`config.mk`:
```
export PLATFORM = sky130hd
export DESIGN_NAME = mult8_shift_add
export DESIGN_NICKNAME = d
export VERILOG_FILES = /design/src/rtl/mult8_shift_add.sv
export SDC_FILE = /design/constraint.sdc
export NUM_CORES = 1
export LEC_CHECK = 0
export BUFFER_PORTS_ARGS = -buffer_cell sky130_fd_sc_hd__buf_2
export CORE_MARGIN = 2
export CORE_UTILIZATION = 50
export CTS_BUF_LIST = sky130_fd_sc_hd__clkbuf_4 sky130_fd_sc_hd__clkbuf_8
export DETAILED_ROUTE_END_ITERATION = 10
export PLACE_DENSITY = 0.85
export SYNTH_ARGS = -nofsm -noshare
export SYNTH_HDL_FRONTEND = slang
export SYNTH_SLANG_ARGS = --single-unit
```
`constraint.sdc`:
```
create_clock -name clk -period 1.98 [get_ports clk]
set_input_delay 0.099 -clock clk [delete_from_list [all_inputs] [get_ports clk]]
set_output_delay 0.099 -clock clk [all_outputs]
set_load 0.005 [all_outputs]
```
`src/rtl/mult8_shift_add.sv`:
```
// Sequential 8x8 unsigned shift-and-add multiplier driving one FADDER8 per iteration.
// FADDER8 is the combinational 8-bit ripple adder from the arithmetic library.

module FADDER8 (
    input  logic [7:0] A,
    input  logic [7:0] B,
    input  logic       CarryIn,
    output logic [7:0] Sum,
    output logic       CarryOut
);

    assign {CarryOut, Sum} = {1'b0, A} + {1'b0, B} + {8'b0, CarryIn};

endmodule

module mult8_shift_add #(
    parameter int OP_WIDTH = 8
) (
    input  logic        clk,
    input  logic        rst_n,
    input  logic        start,
    input  logic [7:0]  a,
    input  logic [7:0]  b,
    output logic        busy,
    output logic        done,
    output logic [15:0] product
);

    generate
        if (OP_WIDTH != 8) begin : g_bad_width
            $error("mult8_shift_add: OP_WIDTH must be 8 (fixed by FADDER8)");
        end
    endgenerate

    typedef enum logic [1:0] {
        IDLE = 2'd0,
        CALC = 2'd1,
        DONE = 2'd2
    } state_t;

    state_t      state;
    logic [7:0]  mcand;
    logic [7:0]  acc_hi;
    logic [7:0]  mq;
    logic [2:0]  cnt;
    logic [7:0]  s;
    logic        c;
    logic [7:0]  addend;

    assign addend = mq[0] ? mcand : 8'h00;

    FADDER8 u_add (
        .A        (acc_hi),
        .B        (addend),
        .CarryIn  (1'b0),
        .Sum      (s),
        .CarryOut (c)
    );

    // busy/done are registered alongside the state so they change on the same edges.
    always_ff @(posedge clk or negedge rst_n) begin
        if (!rst_n) begin
            state   <= IDLE;
            busy    <= 1'b0;
            done    <= 1'b0;
            product <= '0;
            mcand   <= '0;
            acc_hi  <= '0;
            mq      <= '0;
            cnt     <= '0;
        end else begin
            case (state)
                IDLE: begin
                    if (start) begin
                        mcand  <= a;
                        mq     <= b;
                        acc_hi <= '0;
                        cnt    <= '0;
                        state  <= CALC;
                        busy   <= 1'b1;
                    end
                end
                CALC: begin
                    {acc_hi, mq} <= {c, s, mq[7:1]};
                    cnt          <= cnt + 3'd1;
                    if (cnt == 3'd7) begin
                        product <= {c, s, mq[7:1]};
                        state   <= DONE;
                        done    <= 1'b1;
                    end
                end
                DONE: begin
                    state <= IDLE;
                    busy  <= 1'b0;
                    done  <= 1'b0;
                end
                default: begin
                    state <= IDLE;
                    busy  <= 1'b0;
                    done  <= 1'b0;
                end
            endcase
        end
    end

endmodule
```
==> impl_metrics.tcl <==
set metrics [dict create \
    fmax_ghz 0.5107 \
    max_stage_delay_ns 0.46 \
    cts_root_buffer "clkbuf_8" \
    ys_seq_area_share_pct 52.57 \
    syn_avg_cell_area_um2 11.53 \
    grt-ovfl-total 0 \
    power.total_uw 4366 \
    detailed_place_hpwl_um 3055 \
    synth_area_leaders "dfrtp_1 53%, mux2_2 8.6%, ha_1 5.6%, o21ai_0 4.3%, nand2_1 3.9%" \
    die-area_um2 5025 \
    setup_viol 0 \
    core_um2 4324 \
    ys_types 37 \
    finalHoldViolCount 0 \
    htree_levels 2 \
    power.density_nw_per_um2 1606 \
    cp.required_ns 2.23 \
    grt_setup_unrepaired "true" \
    yosys.area_share.simple_pct 11.47 \
    gp_congestion 0.8186 \
    cts_tree "built" \
    post-route-drc-count 0 \
    die_h_um 70.89 \
    hp-start "a[7]" \
    wl_per_cell_um 15.18 \
    final_common_cell "dfrtp_1" \
    hold_end "mcand[7]" \
    drt-total-wl_um 4434 \
    numPortBuffers 36 \
    final_cell_mix "47 x dfrtp_1, 36 x buf_2, 23 x nand2_1" \
    synth_top_area_share_pct 52.57 \
    period_share_pct 98.89 \
    synthCells 194 \
    rows 24 \
    ys_ff_latch 47 \
    stdcell_count 292 \
    synth-xor-area-share_pct 1.566 \
    dp.cells 282 \
    cts_buffers 5 \
    r2r-start "mq[0]" \
    endpoint_kind "register" \
    ant_nets 0 \
    hold_class "primary input to register" \
    synth-main-ff-cell "dfrtp_1" \
    synthAdderAreaFrac_pct 6.488 \
    maxCapViolCount 0 \
    r2r_slack_ns 0.02 \
    die_w_um 70.89 \
    p_leak_uw 0.001280 \
    dr.pass1.iters 4 \
    num_io_pins 37 \
    synthMuxAreaShare_pct 11.69 \
    final_nets 269 \
    grt_pass1_wl_um 7555 \
    path_buf_inv 2 \
    fin_crit_ns 1.958 \
    tightest_slew_ns 0.5714 \
    synth_compound_area_share_pct 13.76 \
    critPathKind "register to register" \
    skew_ns 0.01361 \
    yosysWarningCount 0 \
    grt_start_max_net_pins 48 \
    cp-start-kind "register" \
    reg2reg_depth 8 \
    synth_top_family_by_area "compound AO/OA/AOI/OAI gates" \
    synth_edf_count 0 \
    syn_to_final_growth_pct 21.53 \
    clk_path_buf_depth 2 \
    grt_use_total_pct 19.24 \
    hold_depth 2 \
    clk_pin_slew_ns 0.08 \
    antenna_found_initial 0 \
    antenna_cells 0 \
    r2r-end "acc_hi[5]" \
    clock-sinks 47 \
    insertion_delay_ns 0.31 \
    slew_headroom_pct 61.91 \
    synth_top_cell_by_area "dfrtp_1" \
    setup_ws_ns 0.02199 \
    status "completed" \
    vias_per_cell 5.490 \
    preCtsSetupSlack_ns -0.04761 \
    slowest_stage "or4_1" \
    slew_viol_final 0 \
    peakVddDrop_mv 0.8757 \
    async_flop_share_pct 100.0 \
    drt_iter0_drc 62 \
    initial_core_util_pct 51.74 \
    synthesis.area_um2 2237 \
    grt_pass1_vias 1600 \
    arrival_ns 2.20 \
    drive_gt1_share_pct 35.83 \
    num_vias 1603 \
    path_cells "buf_4, and2_4, ha_4, a21o_1, a21oi_4, buf_6, or4_1, nand3_1" \
    synth_nets 224 \
    worstPathMaxFanout 7 \
    path_delay_family "simple AND/OR/NAND/NOR gates" \
]
[final cells by class]
| cell class | count | area [µm²] |
|---|---|---|
| Clock buffer | 5 | 68.82 |
| Clock inverter | 3 | 43.79 |
| Fill cell | 355 | 1605 |
| Inverter | 2 | 7.507 |
| Multi-Input combinational cell | 136 | 1089 |
| Sequential cell | 47 | 1176 |
| Tap cell | 52 | 65.06 |
| Timing Repair Buffer | 47 | 269.0 |
[logic make-up after synthesis]
logic type / count (synthesis)
buffers and inverters: 11
adders and majority gates: 11
DFF: 47
and+or+nand+nor: 48
AOI/OAI and AO/OA: 49
muxes: 24
xor gates and xnor gates: 4
[worst max-delay path by stage]
stage	start	endpoint	slack, ns	cells after the start
floorplan	mq[0]	product[11]	0.03	7
global placement	mq[0]	product[11]	0.04	7
detailed placement	mq[0]	product[11]	-0.05	7
CTS	mq[0]	product[11]	0.003	7
global route	mq[0]	acc_hi[5]	-0.02	8
finish	mq[0]	acc_hi[5]	0.02	8
[Yosys cell counts (2+ instances only)]
master	instances
a21o_1	4
a21oi_1	9
a22o_1	3
and2_1	8
buf_2	5
buf_4	2
clkbuf_1	2
dfrtp_1	47
ha_1	10
inv_1	2
mux2_2	17
mux2i_1	7
nand2_1	23
nand3_1	2
nor2_1	2
nor3_1	4
nor3b_1	2
o21a_1	2
o21ai_0	19
o31ai_1	4
or4_1	2
xnor2_1	2
xor2_1	2
[through the flow]
| stage | cell area (µm²) | hold WS (ns) | utilization (%) | setup TNS, ns |
|---|---|---|---|---|
| 6_report | 2719 | 0.02276 | 62.88 | 0 |
| 2_1_floorplan | 2237 | -0.1966 | - | 0 |
| 4_1_cts | 2633 | 0.02016 | 60.88 | 0 |
| 3_5_place_dp | 2502 | 0.2248 | 57.87 | -0.04835 |
| 5_1_grt | 2719 | 0.02338 | 62.88 | -0.02152 |
| 3_3_place_gp | 2502 | 0.2177 | 57.87 | 0 |
[per-layer routing]
layer  track usage, %  routed length [µm]  up-vias
li1                 -                   -      778
met1            26.89                2085      785
met2            29.08                2076       34
met3            4.843                 194        6
met4            7.547                  78        0
met5                0                   0        -
[sequential cells by signal, summed over array words and instances, names as in the netlist]
register	cells
acc_hi	8
busy	1
cnt	3
done	1
mcand	8
mq	8
product	16
state	2
[what timing repair did]
item	CTS	global route
resized for setup	1	17
pin swaps	1	8
setup endpoints to repair	4	8
buffers inserted	0	1
hold buffers	1	0
hold endpoints to repair	47	0
[report_power, final]
| group | total [µW] | internal [µW] | switching [µW] |
|---|---|---|---|
| combinational | 1960 | 998 | 962 |
| clock | 714 | 376 | 338 |
| sequential | 1690 | 1400 | 289 |
[worst register-to-register path: cells and delay by family, from the launching register on]
kind                       cells  cell delay [ns]
buffers and inverters          2             0.29
DFF                            1             0.40
adders and majority gates      1             0.28
and+or+nand+nor                3             0.68
AOI/OAI and AO/OA              2             0.26
(Power assumes the default switching activity.)
